===== src/rtl/video_stream_gen.sv =====
// Synthetic video source: de/h_sync/v_sync/mask stream with a programmable white rectangle.
// Rectangle config is double-buffered and only takes effect at frame boundaries.
module video_stream_gen #(
    parameter int IMG_W   = 64,
    parameter int IMG_H   = 64,
    parameter int H_BLANK = 16,
    parameter int H_FP    = 4,
    parameter int HS_LEN  = 4,
    parameter int V_BLANK = 4,
    parameter int V_FP    = 1,
    parameter int VS_LEN  = 2
) (
    input  logic        clk,
    input  logic        rst,
    input  logic        enable,
    input  logic        cfg_valid,
    output logic        cfg_ready,
    input  logic [10:0] rect_x0,
    input  logic [10:0] rect_y0,
    input  logic [10:0] rect_w,
    input  logic [10:0] rect_h,
    output logic        de_out,
    output logic        h_sync_out,
    output logic        v_sync_out,
    output logic        mask_out,
    output logic [23:0] pixel_out,
    output logic        frame_start_out
);

    localparam int H_TOTAL = IMG_W + H_BLANK;
    localparam int V_TOTAL = IMG_H + V_BLANK;

    typedef enum logic [1:0] {IDLE, RUN, DRAIN} state_t;

    state_t      r_state;
    state_t      w_nextState;
    logic [11:0] r_hCnt;
    logic [11:0] r_vCnt;
    logic        r_pending;
    logic [10:0] r_shX0, r_shY0, r_shW, r_shH;
    logic [10:0] r_actX0, r_actY0, r_actW, r_actH;

    logic        w_hWrap;
    logic        w_frameWrap;
    logic        w_origin;
    logic        w_run;
    logic        w_accept;
    logic        w_consume;
    logic [11:0] w_x0, w_y0, w_xEnd, w_yEnd;
    logic        w_de, w_hs, w_vs, w_mask;

    assign w_hWrap     = (r_hCnt == 12'(H_TOTAL - 1));
    assign w_frameWrap = w_hWrap && (r_vCnt == 12'(V_TOTAL - 1));
    assign w_origin    = (r_hCnt == 12'd0) && (r_vCnt == 12'd0);
    assign w_run       = (r_state != IDLE);
    assign w_accept    = cfg_valid && !r_pending;
    assign w_consume   = r_pending && w_origin;
    assign cfg_ready   = !r_pending;

    always_ff @(posedge clk or posedge rst) begin
        if (rst) r_state <= IDLE;
        else     r_state <= w_nextState;
    end

    always_comb begin
        w_nextState = r_state;
        case (r_state)
            IDLE:      if (enable) w_nextState = RUN;
            RUN, DRAIN: begin
                if (enable)           w_nextState = RUN;
                else if (w_frameWrap) w_nextState = IDLE;
                else                  w_nextState = DRAIN;
            end
            default:   w_nextState = IDLE;
        endcase
    end

    always_ff @(posedge clk or posedge rst) begin
        if (rst) begin
            r_hCnt <= '0;
            r_vCnt <= '0;
        end else if (!w_run) begin
            r_hCnt <= '0;
            r_vCnt <= '0;
        end else if (w_hWrap) begin
            r_hCnt <= '0;
            r_vCnt <= (r_vCnt == 12'(V_TOTAL - 1)) ? 12'd0 : r_vCnt + 12'd1;
        end else begin
            r_hCnt <= r_hCnt + 12'd1;
        end
    end

    // The shadow is promoted while the counters sit at the origin, so the first pixel already uses it
    always_ff @(posedge clk or posedge rst) begin
        if (rst) begin
            r_pending <= 1'b0;
            r_shX0 <= '0; r_shY0 <= '0; r_shW <= '0; r_shH <= '0;
            r_actX0 <= '0; r_actY0 <= '0; r_actW <= '0; r_actH <= '0;
        end else begin
            if (w_accept) begin
                r_pending <= 1'b1;
                r_shX0 <= rect_x0; r_shY0 <= rect_y0; r_shW <= rect_w; r_shH <= rect_h;
            end else if (w_consume) begin
                r_pending <= 1'b0;
            end
            if (w_consume) begin
                r_actX0 <= r_shX0; r_actY0 <= r_shY0; r_actW <= r_shW; r_actH <= r_shH;
            end
        end
    end

    assign w_x0   = {1'b0, w_consume ? r_shX0 : r_actX0};
    assign w_y0   = {1'b0, w_consume ? r_shY0 : r_actY0};
    assign w_xEnd = w_x0 + {1'b0, w_consume ? r_shW : r_actW};
    assign w_yEnd = w_y0 + {1'b0, w_consume ? r_shH : r_actH};

    assign w_de   = (r_hCnt < 12'(IMG_W)) && (r_vCnt < 12'(IMG_H));
    assign w_hs   = (r_hCnt >= 12'(IMG_W + H_FP)) && (r_hCnt < 12'(IMG_W + H_FP + HS_LEN));
    assign w_vs   = (r_vCnt >= 12'(IMG_H + V_FP)) && (r_vCnt < 12'(IMG_H + V_FP + VS_LEN));
    assign w_mask = w_de && (r_hCnt >= w_x0) && (r_hCnt < w_xEnd)
                         && (r_vCnt >= w_y0) && (r_vCnt < w_yEnd);

    always_ff @(posedge clk or posedge rst) begin
        if (rst) begin
            de_out          <= 1'b0;
            h_sync_out      <= 1'b0;
            v_sync_out      <= 1'b0;
            mask_out        <= 1'b0;
            pixel_out       <= '0;
            frame_start_out <= 1'b0;
        end else begin
            de_out          <= w_run && w_de;
            h_sync_out      <= w_run && w_hs;
            v_sync_out      <= w_run && w_vs;
            mask_out        <= w_run && w_mask;
            pixel_out       <= {24{w_run && w_mask}};
            frame_start_out <= w_run && w_origin;
        end
    end

endmodule

===== config.mk =====
export PLATFORM = sky130hd
export DESIGN_NAME = video_stream_gen
export DESIGN_NICKNAME = d
export VERILOG_FILES = /design/src/rtl/video_stream_gen.sv
export SDC_FILE = /design/constraint.sdc
export NUM_CORES = 1
export LEC_CHECK = 0
export CAP_MARGIN = 0
export CORE_UTILIZATION = 35
export CTS_BUF_LIST = sky130_fd_sc_hd__clkbuf_8 sky130_fd_sc_hd__clkbuf_16
export CTS_CLUSTER_DIAMETER = 120
export DETAILED_ROUTE_END_ITERATION = 8
export DONT_BUFFER_PORTS = 1
export HOLD_SLACK_MARGIN = 0.12
export SYNTH_ARGS = -nofsm -noshare
export SYNTH_HDL_FRONTEND = slang
export SYNTH_SLANG_ARGS = --single-unit

===== constraint.sdc =====
create_clock -name clk -period 5 [get_ports clk]
set_input_delay 1.5 -clock clk [delete_from_list [all_inputs] [get_ports clk]]
set_output_delay 1.5 -clock clk [all_outputs]
set_load 0.005 [all_outputs]

# Word level (Yosys, flattened, before mapping)
# Cells that the tools add are included.
[totals]
ff_bits = 121
input_bits = 48
word_cells = 76
[op_classes]
add_sub_neg = 4
n_lt_le_gt_ge = 10
eq_ne = 6
n_mux = 15
reduce_logical = 23
[ops]
columns = ["op", "count"]
rows = [
  ["12-bit 2-to-1 mux", 5],
  ["12-bit by 7-bit < comparator with 1-bit output (second input constant)", 4],
  ["11-bit 2-to-1 mux", 4],
  ["11-bit by 11-bit adder with 12-bit output", 2],
  ["12-bit by 1-bit adder with 12-bit output (second input constant)", 2],
  ["12-bit by 7-bit equality test with 1-bit output (second input constant)", 2],
  ["12-bit by 11-bit >= comparator with 1-bit output", 2],
  ["12-bit by 7-bit >= comparator with 1-bit output (second input constant)", 2],
  ["12-bit logical NOT", 2],
  ["12-bit < comparator", 2],
  ["1-bit logical AND", 16],
  ["2-bit 2-to-1 mux", 3],
  ["2-bit inequality test (second input constant)", 2],
  ["2-bit one-hot mux with 2 select lines", 1],
  ["2-bit nonzero test", 2],
  ["2-bit by 1-bit equality test with 1-bit output (second input constant)", 1],
  ["2-bit equality test (second input constant)", 1],
  ["2-bit logical NOT", 1],
  ["1-bit 2-to-1 mux", 2],
  ["2-bit OR reduction", 1],
  ["1-bit logical NOT", 1],
]

# Depth between registers and ports, before layout
# Gate-level depths: netlist (run 1).
[depth]
depth_word = 10
depth_mapped = 25
ltp_nobuf = 23

# Worst setup path before layout (run 1)
# OpenSTA, ideal clock, no wires.
[synth_timing]
path_kind = "reg-to-reg"
start = "reg r_hCnt[0]"
end = "reg, netlist name pixel_out[0]"
t_arrival_ns = 5.431
path_slack_ns = -0.499
stages_incl_launch_ff = 25
period_less_slack_ns = 5.499
cell_sequence = "dfrtp_1 -> inv_1 -> ha_1 -> or4b_1 -> or4_4 -> nor2_4 -> buf_6 -> clkbuf_1 -> mux2_2 -> ha_1 -> fa_1 -> a21o_1 -> a21oi_1 -> o21bai_1 -> a21oi_1 -> o21bai_1 -> a21oi_1 -> nor3_1 -> a311oi_1 -> ha_1 -> nor2b_1 -> o21ai_0 -> nand3_1 -> a21oi_1 -> and4b_1"
[synth_via]
elab_chain_cells = 10
[synth_rtl]
columns = ["element", "line", "source"]
rows = [
  ["from (decl)", "37", "logic [11:0] r_hCnt;"],
  ["from (signal assigned)", "89", "r_hCnt <= r_hCnt + 12'd1;"],
  ["12-bit logical NOT", "54", "assign w_origin = (r_hCnt == 12'd0) && (r_vCnt == 12'd0);"],
  ["1-bit logical AND", "54", ""],
  ["1-bit logical AND", "57", "assign w_consume = r_pending && w_origin;"],
  ["11-bit 2-to-1 mux, on equally long branches", "112, 114", ""],
  ["11-bit by 11-bit adder with 12-bit output / 12-bit by 11-bit >= comparator with 1-bit output (equally long branches)", "114, 120", ""],
  ["12-bit < comparator / 1-bit logical AND (equally long branches)", "120", "assign w_mask = w_de && (r_hCnt >= w_x0) && (r_hCnt < w_xEnd)"],
  ["1-bit logical AND", "120", ""],
  ["1-bit logical AND", "121", "&& (r_vCnt >= w_y0) && (r_vCnt < w_yEnd);"],
  ["1-bit logical AND *", "121", ""],
  ["1-bit logical AND *", "136", "pixel_out <= {24{w_run && w_mask}};"],
]
# Mark *: on every way between the ends. The rest lies on a longest branch, timed or not.
# A chain may end at the register's enable or synchronous reset.

# Worst setup path after layout (run 1)
[layout_timing]
start = "reg r_hCnt[0]"
end = "reg, netlist name pixel_out[0]"
[layout_via]
elab_chain_cells = 10
[layout_rtl]
columns = ["element", "line"]
rows = [
  ["12-bit logical NOT", "54"],
  ["1-bit logical AND", "54"],
  ["1-bit logical AND", "57"],
  ["11-bit 2-to-1 mux, on equally long branches", "112, 114"],
  ["11-bit by 11-bit adder with 12-bit output / 12-bit by 11-bit >= comparator with 1-bit output (equally long branches)", "114, 120"],
  ["12-bit < comparator / 1-bit logical AND (equally long branches)", "120"],
  ["1-bit logical AND", "120"],
  ["1-bit logical AND", "121"],
  ["1-bit logical AND *", "121"],
  ["1-bit logical AND *", "136"],
]
# Marked as above.

==> results_dict.tcl, run 1 <==
set metrics [dict create \
    status "completed" \
    crit_family "buffers and inverters" \
    final_cell_mix "120 x dfrtp_1, 89 x buf_4, 69 x mux2_2, 65 x ha_1, 41 x nor2_1" \
    wl_per_cell_um 15.2 \
    dp_hpwl_mm 10.5 \
    maxCapViolCount 0 \
    final_cells 978 \
    fmax_ghz 0.202 \
    cpMostUsedCell "buf_4" \
    core_area_sq_um 19500 \
    worstHoldPathCells 1 \
    gp_congestion 0.830 \
    grt-ovfl-total 0 \
    portBuffers 0 \
    yosysTopAreaCellShare_pct 43.2 \
    layout-drive-gt1-share_pct 33.4 \
    period_needed_ps 4940 \
    first_iter_violations 209 \
    layout.nets 819 \
    clockBufferDepth 2 \
    end_kind "register" \
    ios 78 \
    synth_edf_count 0 \
    dr.pass1.iters 4 \
    grt_pass1_wl_mm 24.3 \
    diodes 0 \
    vias 4849 \
    finalClockSkew_ps 11.6 \
    synth_area_leaders "dfrtp_1 43%, ha_1 13%, mux2_2 12%" \
    r2r-end "pixel_out[0]" \
    die_h_um 143 \
    die_area_sq_um 20400 \
    cts_hold_repair.buffers 0 \
    start_util_pct 35.7 \
    row_count 51 \
    die_x_um 143 \
    setup_viol 0 \
    cts_sinks 120 \
    regToRegSetupSlack_ps 60 \
    cts-htree-levels 4 \
    dp_cells 907 \
    cts_tree "yes" \
    post-route-period-util_pct 98.9 \
    synthArstFlopShare_pct 100 \
    yosysTopAreaCell "dfrtp_1" \
    postSynthCellCount 624 \
    root_buffer "clkbuf_16" \
    grt_pass1_vias 5092 \
    crit_slowest_cell "dfrtp_1" \
    area_delta_synth_final_pct 23.2 \
    slew_violations 0 \
    maxSlewHeadroom_pct 51.1 \
    cts.clk_slew.worst_paths_ps 60 \
    rsz0062_at_grt "yes" \
    yosysWarnings 0 \
    final_common_cell "dfrtp_1" \
    cp-start-kind "register" \
    path_class "reg2reg" \
    critical_path_buf_inv_count 27 \
    placed_area_sq_um 7490 \
    syn_area_per_cell_sq_um 11.1 \
    holdPathEnd "r_shW[10]" \
    cp.arrival_ps 5250 \
    required_ps 5300 \
    r2r_start "r_hCnt[0]" \
    fin_area_sq_um 8560 \
    syn_nets 743 \
    hold_path.class "reg2reg" \
    wirelength_mm 14.9 \
    grt.total_usage_pct 15.3 \
    synth_cell_type_count 59 \
    synth_ff_type "dfrtp_1" \
    via_per_inst 4.96 \
    worst_pin_slew_ps 733 \
    ys_seq_area_share_pct 43.2 \
    clk_latency_ps 420 \
    path_max_fanout 2 \
    cts_buffers 17 \
    finalHoldViolCount 0 \
    r2r_cells 33 \
    antenna_found_initial 0 \
    worstHoldStart "r_shW[10]" \
    synth.cell_area_sq_um 6950 \
    critical-path-max-stage-delay_ps 370 \
    drcViolationCount 0 \
    grt_max_degree 60 \
    ys_ff_latch 120 \
    antenna_left 0 \
]
## per-layer routing
layer | track usage (%) | vias to the layer above | routed length [um]
met1 | 18.3 | 2410 | 6760
met3 | 3.62 | 15 | 466
met4 | 5.60 | 0 | 202
met5 | 0 | - | 0
met2 | 26.5 | 74 | 7460
li1 | - | 2350 | -
## through the flow
step / hold slack, ps / setup slack [ps] / util, % / setup TNS, ps
floorplan: 474 / 16.7 / - / 0
CTS: 505 / -102 / 43.3 / -102
finish: 499 / 55.5 / 44.0 / 0
detailed placement: 490 / -207 / 38.5 / -207
global route: 514 / -185 / 44.0 / -185
global placement: 486 / -15.2 / 38.5 / -15.2
## sequential cells by signal, indices dropped and copies added (netlist names), 2 cells and up
name	cells
r_shW	11
r_shX0	11
r_actW	11
r_actY0	11
r_actH	11
r_actX0	11
r_vCnt	12
r_shY0	11
r_state	2
r_shH	11
r_hCnt	12
## logic make-up (layout without fill, tap and decap cells)
group | Yosys count | after routing | share of synthesized area, %
buf+inv | 76 | 165 | 5.64
mux | 90 | 90 | 14.3
flops | 120 | 120 | 43.2
simple gates | 135 | 135 | 10.2
compound gates | 91 | 91 | 8.50
xor+xnor | 40 | 40 | 5.04
fa+ha+maj | 72 | 72 | 13.0
## how the worst max path moves through the flow
stage / startpoint / to / slack (ps) / cells past startpoint
CTS: r_vCnt[1] / pixel_out[0] / -100 / 23
floorplan: r_vCnt[0] / pixel_out[0] / 20 / 24
global route: r_vCnt[0] / pixel_out[0] / -190 / 24
finish: r_hCnt[0] / pixel_out[0] / 60 / 33
detailed placement: r_vCnt[0] / pixel_out[0] / -210 / 21
global placement: r_vCnt[0] / pixel_out[0] / -20 / 22
## cell type report
cell class              count  area (sq um)
inverters                  38           145
multi-input cells         428          3740
fillers                  1797         10900
clock buffers              18           439
clock inverters            14           154
repair buffers             95           753
flip-flops and latches    120          3000
well taps                 265           332
## cell usage after synthesis, types with 15 or more instances
cell type    n
a21oi_1     22
nor2_1      41
o21ai_0     19
a21o_1      15
xor2_1      19
buf_4       24
mux2i_1     17
dfrtp_1    120
inv_1       38
mux2_2      72
xnor2_1     21
nand2_1     19
ha_1        70
## worst register-to-register path: cells and delay by family, from the launching register on
family / cells / cell delay, ps
buffers and inverters: 27 / 3240
adder cells (fa/ha/maj): 2 / 520
AO/OA/AOI/OAI: 2 / 380
flip-flops: 1 / 370
AND/OR/NAND/NOR: 2 / 330
## timing repair
item	CTS	global route
pin swaps	16	13
setup endpoints to repair	1	1
gates resized for setup	22	16
setup buffers	36	4
Power of run 1 is not shown: default switching activity piles up to over one toggle a cycle in this logic, so the estimate is an artifact.
==> run 2: changes to the inputs <==
--- a/config.mk
+++ b/config.mk
@@ -5,9 +5,10 @@
 export SDC_FILE = /design/constraint.sdc
 export NUM_CORES = 1
 export LEC_CHECK = 0
+export ABC_CLOCK_PERIOD_IN_PS = 5000
 export CAP_MARGIN = 0
 export CORE_UTILIZATION = 35
-export CTS_BUF_LIST = sky130_fd_sc_hd__clkbuf_8 sky130_fd_sc_hd__clkbuf_16
+export CTS_BUF_LIST = sky130_fd_sc_hd__clkbuf_16
 export CTS_CLUSTER_DIAMETER = 120
 export DETAILED_ROUTE_END_ITERATION = 8
 export DONT_BUFFER_PORTS = 1
==> results_dict.tcl, run 2 (synthesis results as in run 1) <==
set metrics [dict create \
    maxCapViolCount 0 \
    r2r_cells 33 \
    final_core_util_pct 43.9 \
    grt_max_degree 60 \
    layout-drive-gt1-share_pct 33.2 \
    grt_pass1_vias 5091 \
    crit_family "buffers and inverters" \
    reg.largest.list "r_hCnt (12), r_vCnt (12)" \
    cts-htree-levels 4 \
    layout.nets 819 \
    post-route-period-util_pct 98.9 \
    drcViolationCount 0 \
    worst_slack_ps 55.5 \
    period_needed_ps 4940 \
    portBuffers 0 \
    final_cells 978 \
    area_delta_synth_final_pct 23.1 \
    ios 78 \
    wirelength_mm 14.9 \
    worstHoldPathCells 1 \
    via_per_inst 4.96 \
    fill_cells 1798 \
    start_util_pct 35.7 \
    rsz0062_at_grt "yes" \
    finalHoldViolCount 0 \
    crit_slowest_cell "dfrtp_1" \
    grt.total_usage_pct 15.3 \
    cts_sinks 120 \
    finalClockSkew_ps 11.6 \
    clk_latency_ps 420 \
    die_x_um 143 \
    path_max_fanout 2 \
    grt-ovfl-total 0 \
    die_h_um 143 \
    maxSlewHeadroom_pct 51.3 \
    gp_congestion 0.830 \
    root_buffer "clkbuf_16" \
    cp.arrival_ps 5250 \
    final_cell_mix "120 x dfrtp_1, 89 x buf_4, 69 x mux2_2, 65 x ha_1, 41 x nor2_1" \
    critical-path-max-stage-delay_ps 370 \
    critical_path_buf_inv_count 27 \
    path_class "reg2reg" \
    first_iter_violations 204 \
    die_area_sq_um 20400 \
    cts_tree "yes" \
    clockBufferDepth 2 \
    row_count 51 \
    antenna_found_initial 0 \
    grt_pass1_wl_mm 24.3 \
    worstSetupPathDepth 33 \
    cts_hold_repair.buffers 0 \
    dr.pass1.iters 4 \
    cts.clk_slew.worst_paths_ps 60 \
    dp_hpwl_mm 10.5 \
    cpMostUsedCell "buf_4" \
    end_kind "register" \
    fmax_ghz 0.202 \
    final_common_cell "dfrtp_1" \
    required_ps 5300 \
    antenna_left 0 \
    diodes 0 \
    wl_per_cell_um 15.2 \
    slew_violations 0 \
    vias 4850 \
    worst_pin_slew_ps 731 \
    hold_path.class "reg2reg" \
    dp_cells 907 \
    cp-start-kind "register" \
    core_area_sq_um 19500 \
    status "completed" \
    cts_buffers 17 \
    dp_worst_setup_slack_ps -207 \
    setup_viol 0 \
]
-- run 2: changes by cell type in the layout (fill, tap and decap cells not counted), sizes merged --
cell / previous run / this run
clkinv: 6 / 7
clkbuf: 18 / 17
-- run 2: path summary, 6_finish.rpt --
check	to	startpoint	slack (ps)
max	pixel_out[0]	r_hCnt[0]	60
min	r_shW[10]	r_shW[10]	500
max reg2reg	pixel_out[0]	r_hCnt[0]	60
min reg2reg	r_shW[10]	r_shW[10]	500
max in group asynchronous	r_actX0[4]	rst	3020
min in group asynchronous	r_shY0[8]	rst	1090
-- run 2: repair_timing --
item | 4_1_cts | 5_1_grt
setup buffers | 36 | 4
pin swaps | 16 | 13
gates resized for setup | 22 | 16
endpoints found under the setup margin | 1 | 1
-- run 2: area by class of cell --
cell class	count	area, sq um	area share (%)
clock buffers	17	425	4.97
clock inverters	15	158	1.84
inverters	38	145	1.70
multi-input cells	428	3740	43.7
flip-flops and latches	120	3000	35.1
well taps	265	332	3.88
repair buffers	95	753	8.81
-- run 2: metrics by stage --
stage,hold WS (ps),setup TNS (ps),area (sq um)
finish,499,0,8550
global route,514,-185,8550
CTS,505,-102,8420
detailed placement,490,-207,7490
global placement,486,-15.2,7490
floorplan,474,0,6990
-- run 2: worst register-to-register path: cells and delay by family, from the launching register on --
kind | cells | cell delay, ps
flip-flops | 1 | 370
AND/OR/NAND/NOR | 2 | 330
AO/OA/AOI/OAI | 2 | 380
buffers and inverters | 27 | 3240
adder cells (fa/ha/maj) | 2 | 520
-- run 2: metal layers --
metal / track usage [%] / wire length, um / vias to the layer above
met5: 0 / 0 / -
met3: 3.62 / 469 / 15
met4: 5.60 / 202 / 0
met1: 18.3 / 6760 / 2411
li1: - / - / 2350
met2: 26.5 / 7450 / 74
Power of run 2 is left out for the same reason.
==> run 3: changes to the inputs <==
--- a/config.mk
+++ b/config.mk
@@ -7,12 +7,13 @@
 export LEC_CHECK = 0
 export ABC_CLOCK_PERIOD_IN_PS = 5000
 export CAP_MARGIN = 0
-export CORE_UTILIZATION = 35
+export CORE_UTILIZATION = 55
 export CTS_BUF_LIST = sky130_fd_sc_hd__clkbuf_16
 export CTS_CLUSTER_DIAMETER = 120
 export DETAILED_ROUTE_END_ITERATION = 8
 export DONT_BUFFER_PORTS = 1
 export HOLD_SLACK_MARGIN = 0.12
+export PLACE_DENSITY = 0.73
 export SYNTH_ARGS = -nofsm -noshare
 export SYNTH_HDL_FRONTEND = slang
 export SYNTH_SLANG_ARGS = --single-unit
==> results_dict.tcl, run 3 (synthesis results as in run 1) <==
set metrics [dict create \
    via_per_inst 5.61 \
    wl_per_cell_um 16.7 \
    fmax_ghz 0.205 \
    finalClockSkew_ps 5.92 \
    worstHoldStart "r_actH[9]" \
    r2r_cells 22 \
    holdPathEnd "r_actH[9]" \
    cts.clk_slew.worst_paths_ps 60 \
    dp_cells 797 \
    regToRegSetupSlack_ps 120 \
    die_area_sq_um 13100 \
    vias 4715 \
    clockBufferDepth 2 \
    die_x_um 114 \
    dr.pass1.iters 5 \
    final_common_cell "dfrtp_1" \
    crit_slowest_cell "or4b_4" \
    period_needed_ps 4880 \
    path_class "reg2reg" \
    cp.arrival_ps 5230 \
    ios 78 \
    clk_latency_ps 420 \
    critical_path.cell_chain "inv_2 -> ha_1 -> or4b_4 -> or4_4 -> nor2_4 -> buf_4 -> buf_4 -> mux2_2 -> ha_2 -> ha_2 -> a311oi_2 -> a21oi_2 -> o22ai_2 -> o21ai_1 -> a21oi_1 -> xor2_1 -> ha_1 -> a21o_1 -> a211oi_2 -> nand3_1 -> a21oi_2 -> and4b_1" \
    area_delta_synth_final_pct 18.3 \
    worstHoldPathCells 1 \
    final_cell_mix "120 x dfrtp_1, 68 x mux2_2, 62 x ha_1, 50 x buf_4, 41 x nor2_1" \
    slew_violations 0 \
    wirelength_mm 14.1 \
    final_cells 841 \
    antenna_left 0 \
    cts_hold_repair.buffers 0 \
    cts_sinks 120 \
    maxSlewHeadroom_pct 24.6 \
    reg.largest.list "r_hCnt (12), r_vCnt (12)" \
    grt_pass1_vias 4934 \
    core_area_sq_um 12200 \
    maxCapViolCount 0 \
    cts-htree-levels 4 \
    grt.total_usage_pct 23.2 \
    start_util_pct 57.1 \
    path_max_fanout 3 \
    grt_max_degree 87 \
    drcViolationCount 0 \
    hold_path.class "reg2reg" \
    gp_congestion 0.820 \
    setup_tns_ps 0 \
    fill_cells 940 \
    antenna_found_initial 0 \
    portBuffers 0 \
    cts_buffers 17 \
    final_core_util_pct 67.6 \
    row_count 40 \
    grt_pass1_wl_mm 23.3 \
    required_ps 5350 \
    layout-drive-gt1-share_pct 30.0 \
    whs_ps 501 \
    root_buffer "clkbuf_16" \
    finalHoldViolCount 0 \
    setup_viol 0 \
    r2r_start "r_hCnt[0]" \
    r2r-end "pixel_out[0]" \
    dp_hpwl_mm 9.93 \
    grt-ovfl-total 0 \
    diodes 0 \
    end_kind "register" \
    post-route-period-util_pct 97.6 \
    first_iter_violations 199 \
    status "completed" \
    worst_pin_slew_ps 1130 \
    die_h_um 114 \
    critical-path-max-stage-delay_ps 470 \
    cp-start-kind "register" \
    cts_tree "yes" \
    layout.nets 779 \
]
[run 3: per-stage QoR]
stage | setup slack (ps) | cell area (sq um)
global placement | 22.3 | 7270
detailed placement | -183 | 7270
CTS | 0.344 | 8070
finish | 121 | 8220
floorplan | 16.7 | 6990
global route | -90.5 | 8220
[run 3: how the worst max path moves through the flow]
stage / from / end / slack [ps] / depth (start not counted)
6_report: r_hCnt[0] / pixel_out[0] / 120 / 22
2_1_floorplan: r_vCnt[0] / pixel_out[0] / 20 / 24
4_1_cts: r_hCnt[0] / pixel_out[0] / 0.3 / 23
3_5_place_dp: r_vCnt[0] / pixel_out[0] / -180 / 22
3_3_place_gp: r_vCnt[0] / pixel_out[0] / 20 / 22
5_1_grt: r_hCnt[0] / pixel_out[0] / -90 / 22
[run 3: worst max-delay path, delay by kind of cell (launching register included)]
kind	cells	cell delay, ps
AOI/OAI and AO/OA	8	1420
xor gates and xnor gates	1	180
adders and majority gates	4	810
buffers and inverters	3	300
DFF	1	400
muxes	1	340
and+or+nand+nor	5	1340
[run 3: metal layers]
| metal | wire, um | vias up | track usage, % | share of wire [%] |
|---|---|---|---|---|
| met3 | 384 | 27 | 7.04 | 2.7 |
| met1 | 5920 | 2340 | 26.6 | 42 |
| li1 | - | 2271 | - | - |
| met4 | 303 | 0 | 9.35 | 2.2 |
| met5 | 0 | - | 0 | 0 |
| met2 | 7470 | 77 | 40.5 | 53 |
[run 3: area by class of cell]
cell class	count	area, sq um	area share, %
multi-input cells	428	3780	46.0
flip-flops and latches	120	3000	36.5
repair buffers	55	453	5.51
clock buffers	17	425	5.17
well taps	168	210	2.56
clock inverters	15	204	2.48
inverters	38	145	1.76
[run 3: repair_timing]
item	CTS	global route
hold endpoints to repair	0	0
pin swaps	11	14
gates resized for setup	17	27
endpoints found under the setup margin	1	1
buffers inserted	10	2
Power of run 3 is left out for the same reason.
